`config.mk`:
```
export PLATFORM = sky130hd
export DESIGN_NAME = ls_sequencer
export DESIGN_NICKNAME = d
export VERILOG_FILES = /design/src/rtl/ls_pkg.sv /design/src/rtl/ls_sequencer.sv
export SDC_FILE = /design/constraint.sdc
export NUM_CORES = 1
export LEC_CHECK = 0
export ABC_AREA = 1
export BUFFER_PORTS_ARGS = -buffer_cell sky130_fd_sc_hd__buf_2
export CAP_MARGIN = 15
export CORE_UTILIZATION = 25
export CTS_CLUSTER_DIAMETER = 150
export CTS_CLUSTER_SIZE = 12
export DETAILED_ROUTE_END_ITERATION = 12
export MAX_ROUTING_LAYER = met4
export SYNTH_ARGS = -nofsm -noshare
export SYNTH_HDL_FRONTEND = slang
export SYNTH_SLANG_ARGS = --single-unit
```
`constraint.sdc`:
```
create_clock -name Clk -period 2.7 [get_ports Clk]
set_input_delay 0.405 -clock Clk [delete_from_list [all_inputs] [get_ports Clk]]
set_output_delay 0.405 -clock Clk [all_outputs]
set_load 0.02 [all_outputs]
```
`src/rtl/ls_pkg.sv`:
```
// Shared types and constants for the load/store byte sequencer.
// Holds the FSM state encoding and the per-state memory drive helper.
package ls_pkg;

    localparam int BYTE_W = 8;
    localparam int ADDR_W = 8;
    localparam int WORD_W = 16;

    localparam logic [ADDR_W-1:0] ADDR_STEP = 8'd1;

    typedef enum logic [1:0] {
        IDLE = 2'b00,
        LO   = 2'b01,
        HI   = 2'b10,
        DONE = 2'b11
    } ls_state_e;

    typedef struct packed {
        logic              we;
        logic [ADDR_W-1:0] addr;
        logic [BYTE_W-1:0] data;
    } mem_drive_t;

    // Memory-side values for a given state; the high byte address wraps modulo 256.
    function automatic mem_drive_t mem_drive(
        input ls_state_e         st,
        input logic [ADDR_W-1:0] addr,
        input logic [WORD_W-1:0] wdata,
        input logic              store
    );
        mem_drive_t d;
        d.we   = 1'b0;
        d.addr = addr;
        d.data = {BYTE_W{1'b0}};
        case (st)
            LO: begin
                d.we   = store;
                d.data = wdata[BYTE_W-1:0];
            end
            HI: begin
                d.we   = store;
                d.addr = addr + ADDR_STEP;
                d.data = wdata[WORD_W-1:BYTE_W];
            end
            default: begin
                d.we   = 1'b0;
            end
        endcase
        return d;
    endfunction

endpackage

```
`src/rtl/ls_sequencer.sv`:
```
// Byte-serial load/store sequencer: splits 8/16-bit accesses into little-endian byte cycles.
// Optional feature macro: LS_SEQUENCER_WRAP_FAULT_EN (adds Fault, rejects wide access at 8'hFF).
module ls_sequencer
    import ls_pkg::*;
(
    input  logic              Clk,
    input  logic              Reset,
    input  logic              Start,
    input  logic              Store,
    input  logic              Wide,
    input  logic [ADDR_W-1:0] Addr,
    input  logic [WORD_W-1:0] WrData,
    input  logic [BYTE_W-1:0] MemRdData,
    output logic              MemWriteEn,
    output logic [ADDR_W-1:0] MemAddress,
    output logic [BYTE_W-1:0] MemWrData,
    output logic [WORD_W-1:0] RdData,
    output logic              Busy,
`ifdef LS_SEQUENCER_WRAP_FAULT_EN
    output logic              Done,
    output logic              Fault
`else
    output logic              Done
`endif
);

    ls_state_e         state_r;
    ls_state_e         state_n_s;
    logic [ADDR_W-1:0] addr_r;
    logic [ADDR_W-1:0] addr_n_s;
    logic [WORD_W-1:0] wrdata_r;
    logic [WORD_W-1:0] wrdata_n_s;
    logic              store_r;
    logic              store_n_s;
    logic              wide_r;
    logic              wide_n_s;
    logic [WORD_W-1:0] rd_data_r;
    logic [WORD_W-1:0] rd_data_n_s;
    logic              accept_s;
    logic              fault_hit_s;
    mem_drive_t        drive_n_s;
    logic              mem_we_r;
    logic [ADDR_W-1:0] mem_addr_r;
    logic [BYTE_W-1:0] mem_wdata_r;
    logic              busy_r;
    logic              done_r;

    // Request acceptance: only IDLE and DONE listen to Start.
    always_comb begin
        accept_s = 1'b0;
        case (state_r)
            IDLE:    accept_s = Start;
            DONE:    accept_s = Start;
            default: accept_s = 1'b0;
        endcase
    end

    // Wide access at the top address either wraps or is rejected, depending on build.
    always_comb begin
`ifdef LS_SEQUENCER_WRAP_FAULT_EN
        fault_hit_s = Wide && (Addr == {ADDR_W{1'b1}});
`else
        fault_hit_s = 1'b0;
`endif
    end

    // Next-state logic.
    always_comb begin
        state_n_s = state_r;
        case (state_r)
            IDLE: begin
                if (accept_s) begin
                    state_n_s = fault_hit_s ? DONE : LO;
                end else begin
                    state_n_s = IDLE;
                end
            end
            LO: begin
                if (wide_r) begin
                    state_n_s = HI;
                end else begin
                    state_n_s = DONE;
                end
            end
            HI:   state_n_s = DONE;
            DONE: begin
                if (accept_s) begin
                    state_n_s = fault_hit_s ? DONE : LO;
                end else begin
                    state_n_s = IDLE;
                end
            end
            default: state_n_s = IDLE;
        endcase
    end

    // Request latch: the access runs only on the values captured at acceptance.
    always_comb begin
        addr_n_s   = addr_r;
        wrdata_n_s = wrdata_r;
        store_n_s  = store_r;
        wide_n_s   = wide_r;
        if (accept_s) begin
            addr_n_s   = Addr;
            wrdata_n_s = WrData;
            store_n_s  = Store;
            wide_n_s   = Wide;
        end else begin
            addr_n_s   = addr_r;
            wrdata_n_s = wrdata_r;
            store_n_s  = store_r;
            wide_n_s   = wide_r;
        end
    end

    // Load assembly: a narrow load zero-fills the upper byte when leaving LO.
    always_comb begin
        rd_data_n_s = rd_data_r;
        case (state_r)
            LO: begin
                if (!store_r) begin
                    rd_data_n_s = {(wide_r ? rd_data_r[WORD_W-1:BYTE_W] : 8'h00), MemRdData};
                end else begin
                    rd_data_n_s = rd_data_r;
                end
            end
            HI: begin
                if (!store_r) begin
                    rd_data_n_s = {MemRdData, rd_data_r[BYTE_W-1:0]};
                end else begin
                    rd_data_n_s = rd_data_r;
                end
            end
            default: rd_data_n_s = rd_data_r;
        endcase
    end

    // Outputs are computed from the next state so they can be registered without added latency.
    always_comb begin
        drive_n_s = mem_drive(state_n_s, addr_n_s, wrdata_n_s, store_n_s);
    end

    // State, request and output registers.
    always_ff @(posedge Clk or posedge Reset) begin
        if (Reset) begin
            state_r     <= IDLE;
            addr_r      <= 8'h00;
            wrdata_r    <= 16'h0000;
            store_r     <= 1'b0;
            wide_r      <= 1'b0;
            rd_data_r   <= 16'h0000;
            mem_we_r    <= 1'b0;
            mem_addr_r  <= 8'h00;
            mem_wdata_r <= 8'h00;
            busy_r      <= 1'b0;
            done_r      <= 1'b0;
        end else begin
            state_r     <= state_n_s;
            addr_r      <= addr_n_s;
            wrdata_r    <= wrdata_n_s;
            store_r     <= store_n_s;
            wide_r      <= wide_n_s;
            rd_data_r   <= rd_data_n_s;
            mem_we_r    <= drive_n_s.we;
            mem_addr_r  <= drive_n_s.addr;
            mem_wdata_r <= drive_n_s.data;
            busy_r      <= (state_n_s == LO) || (state_n_s == HI);
            done_r      <= (state_n_s == DONE);
        end
    end

`ifdef LS_SEQUENCER_WRAP_FAULT_EN
    logic fault_r;

    // Fault accompanies the single DONE cycle of a rejected access.
    always_ff @(posedge Clk or posedge Reset) begin
        if (Reset) begin
            fault_r <= 1'b0;
        end else begin
            fault_r <= accept_s && fault_hit_s;
        end
    end

    assign Fault = fault_r;
`endif

    assign MemWriteEn = mem_we_r;
    assign MemAddress = mem_addr_r;
    assign MemWrData  = mem_wdata_r;
    assign RdData     = rd_data_r;
    assign Busy       = busy_r;
    assign Done       = done_r;

endmodule

```
; After elaboration in Yosys (flattened, before gate mapping)
; Index checks and enable logic that the tools add are counted.
[totals]
regBits = 63
latchBits = 0
mem_bits_rw = 0
mem_bits_ro = 0
in_bits = 37
output_inout_bits = 35
wordCells = 45
mem_count = 0
[op_classes]
addsub = 1
mul = 0
n_div = 0
magnitude_cmp = 0
eq_ne = 9
shift = 0
mux = 14
n_bitwise = 2
n_reduce_logical = 7
[op_table]
columns = op, n
row1 = $mux 16, 3
row2 = $pmux 16 s2, 1
row3 = $mux 8, 3
row4 = $pmux 8 s2, 1
row5 = $add 8x1->8 const B, 1
row6 = $eq 2x2->1 const B, 4
row7 = $ne 2x2->1 const B, 3
row8 = $pmux 2 s3, 1
row9 = $mux 1, 5
row10 = $eq 2x1->1 const B, 2
row11 = $reduce_and 4->1, 1
row12 = $reduce_or 2->1, 2
row13 = $reduce_and 3->1, 1
row14 = $logic_not 2->1, 1
row15 = $not 1->1, 2
row16 = $reduce_bool 2->1, 1
row17 = $logic_or 1x1->1, 1

; Depth between registers and ports, before layout
[logic_depth]
depth_word = 8
mapped_depth = 13
depth_no_buf = 12

; Worst setup path after synthesis
; No wires, ideal clock.
[synth_timing]
path_kind = register -> register
from = reg state_r[0]
to = reg mem_addr_r[0], in the netlist MemAddress[0]
setup_ps = 125
arrival_time_ps = 1873
required_time_ps = 2575
setup_slack_ps = 702
stages_incl_launch_ff = 10
n_path_buf = 3
period_less_slack_ps = 1998
path_cell_list = dfrtp_1 inv_1 ha_1 buf_6 buf_2 a31oi_1 ha_1 buf_2 inv_1 xor2_1
[synth_lines]
columns = element, line_no
row1 = from (decl), ls_sequencer.sv:27  ; ls_state_e state_r;
row2 = from (signal assigned), ls_sequencer.sv:158  ; state_r <= state_n_s;
row3 = to (signal assigned), ls_sequencer.sv:165  ; mem_addr_r <= drive_n_s.addr;
row4 = to (decl), ls_sequencer.sv:43  ; logic [ADDR_W-1:0] mem_addr_r;

==> qor.csv <==
metric;value;unit
worst reg-to-reg path cell count;11;
dominant cells by area after synthesis;dfrtp_1 (57%), nand2_1 (11%), nand3_1 (7.4%), inv_1 (5.3%), ha_1 (2.7%);
post-synth cell types;23;
Switch Pwr;2.12;mW
final wirelength;6410;um
Initial DRC Count;134;
outcome;finished clean;
Net Sw Frac;43.1;%
ratio of cells with drive above 1 in the final layout;29.1;%
I/O Buffers;71;
dominant cell type by area after synthesis;dfrtp_1;
remaining global-route overflow;0;
Area Growth Syn to Fin;26.8;%
Final Cycle Share;79.9;%
global-route wire length before repair;10600;um
Post-synth ARST share;100;%
Fmax achieved;0.464;GHz
largest net degree at the start of global routing;38;
CP peak stage delay;0.38;ns
relative slew slack;60.5;%
CTS tree;built;
Main synth FF type;dfrtp_1;
Reg power frac;31.2;%
pre-CTS setup slack;0.548;ns
count leader, synth;nand2_1;
CTS root buffer;clkbuf_8;
Power Total;4.91;mW
Worst EP required;2.93;ns
minimum clock period;2.16;ns
Placed Instances;498;
r2r startpoint;state_r[0];
Cell Pwr Density;1400;nW/um2
initial core utilization;25.6;%
RSZ-0062 raised after global routing;false;
Final ANT Viol Nets;0;
Synthesized Nets;339;
vias per inst;4.27;
worst skew pair latency;0.34;ns
LEAKAGE;1.85;nW
setup ws final;0.543;ns
post_cts resized;0;
row cnt;38;
Int Power;2.80;mW
Hold Worst Slack;0.129;ns
Reg2Reg Capture Point;MemAddress[7];
DRC Markers;0;
setup violators final;0;
crit path kind;register to register;
Crit-path slowest cell;dfrtp_1;
Clk network pwr share;22.4;%
core area;10800;um2
cell mode on critical path;nand2_1;
Post-CTS Hold Fix Bufs;0;
buffer count from post-CTS setup fixing;0;
Post-synth EDFFs;0;
Hold Path Class;input pin to asynchronous set/reset pin;
DIE WIDTH;107;um
Finished Layout Cells;514;
per-cell routed wire length;12.5;um
Clock Path Buffers;2;
Crit path max-delay family;adder cells;
MaxCap Viol Count;0;
die area;11500;um2
1st-pass router iterations;4;
skew final;0.00599;ns
Synth Area per Inst;9.34;um2
Comb power frac;46.4;%
Fin. Hold Viols;0;
startpoint types;register;
Slew Limit Fails;0;
Placer Congestion;0.860;
R2R Setup Slk;0.54;ns
post-synthesis sequential area ratio;57.0;%
Setup TNS;0;ns
Critical Path AT;2.38;ns
Worst Tran Pin Value;0.591;ns
num ports;72;
crit path capture type;register;
CP bufs+invs;1;
cts bufs inserted;9;
die height;107;um
Max FO, Critical Path;11;
Final #Nets;412;
Synth top area share;57.0;%
via count;2197;
n_diodes;0;
Worst-path clk slew;0.07;ns
Mapped Cells;296;
H-Tree Depth;3;
crit-path cells;inv_1 -> ha_1 -> nand2_1 -> o21ai_0 -> a31oi_1 -> ha_1 -> nand3_2 -> nor2_4 -> nand3_1 -> nand2_1 -> nand2_1;
Clock Sinks;63;
Post-synth top cells;nand2_1 (79), dfrtp_1 (63), nand3_1 (41);
synthesized flop and latch total;63;
Total Routing Usage GR;12.6;%
synthesized cell area;2770;um2
post-detail-place hpwl;4590;um
initial antenna violation count;0;
peak supply drop;0.000452;V
Yosys warning total;0;
vias in the first global route;2246;
through the flow:
step / util [%] / instance area (um2)
after floorplan: - / 2770
after global placement: 30.0 / 3240
after detailed placement: 30.0 / 3240
after CTS: 32.5 / 3510
after global routing: 32.5 / 3510
final: 32.5 / 3510
per-layer routing:
metal | share of wire, % | track usage (%) | wire length (um)
met5 | 0 | - | 0
met4 | 0.67 | 3.91 | 43
met3 | 6.3 | 4.32 | 403
met2 | 47 | 19.0 | 3010
met1 | 46 | 15.7 | 2960
worst max-delay path by stage:
stage | startpoint | endpoint | slack, ns | cells after the start
2_1_floorplan | state_r[0] | MemAddress[0] | 0.70 | 9
3_3_place_gp | state_r[0] | MemAddress[7] | 0.68 | 11
3_5_place_dp | state_r[0] | MemAddress[7] | 0.55 | 11
4_1_cts | state_r[0] | MemAddress[7] | 0.53 | 11
5_1_grt | state_r[0] | MemAddress[7] | 0.26 | 11
6_report | state_r[0] | MemAddress[7] | 0.54 | 11
cell families (layout without fill, tap and decap cells):
kind of cell | Yosys count | in the layout | share of synthesized area, %
and+or+nand+nor | 140 | 140 | 23.7
xor gates and xnor gates | 3 | 3 | 0.950
DFF | 63 | 63 | 57.0
muxes | 1 | 1 | 0.407
AOI/OAI and AO/OA | 30 | 30 | 6.06
buffers and inverters | 53 | 131 | 9.14
adders and majority gates | 6 | 6 | 2.71
state kept, by name (all words and copies together), names as in the netlist:
| name | cells |
|---|---|
| RdData | 16 |
| wrdata_r | 16 |
| MemAddress | 8 |
| MemWrData | 8 |
| addr_r | 8 |
| state_r | 2 |
| Busy | 1 |
| Done | 1 |
| MemWriteEn | 1 |
| store_r | 1 |
| wide_r | 1 |
cells in the final DEF (no fill, tap or decap), drive strengths merged:
master / Yosys / layout
mux2: 1 / 1
a31oi: 2 / 2
nor2: 9 / 9
clkinvlp: 0 / 2
a211oi: 1 / 1
dfrtp: 63 / 63
nand4: 1 / 1
ha: 6 / 6
nand2: 85 / 85
bufinv: 0 / 4
clkbuf: 3 / 9
o21ai: 19 / 19
a21oi: 8 / 8
xor2: 3 / 3
nand3: 45 / 45
buf: 11 / 76
inv: 39 / 40
power groups by stage:
| stage | Clock [mW] | Sequential [mW] | Combinational (mW) |
|---|---|---|---|
| 3_3_place_gp | 0 | 1.55 | 2.25 |
| 6_report | 1.10 | 1.53 | 2.28 |
| 3_5_place_dp | 0 | 1.56 | 2.30 |
| 2_1_floorplan | 0 | 1.77 | 1.50 |
| 5_1_grt | 1.18 | 1.58 | 2.59 |
| 4_1_cts | 1.14 | 1.54 | 2.31 |
area by class of cell:
| cell class | instances | area (um2) |
|---|---|---|
| inverter | 39 | 146 |
| clock buffer | 9 | 124 |
| fill | 1139 | 7290 |
| multi-input combinational | 180 | 936 |
| clock inverter | 7 | 144 |
| timing repair buffer | 76 | 405 |
| sequential | 63 | 1580 |
| tap | 140 | 175 |
Power figures use the tool's default switching activity.
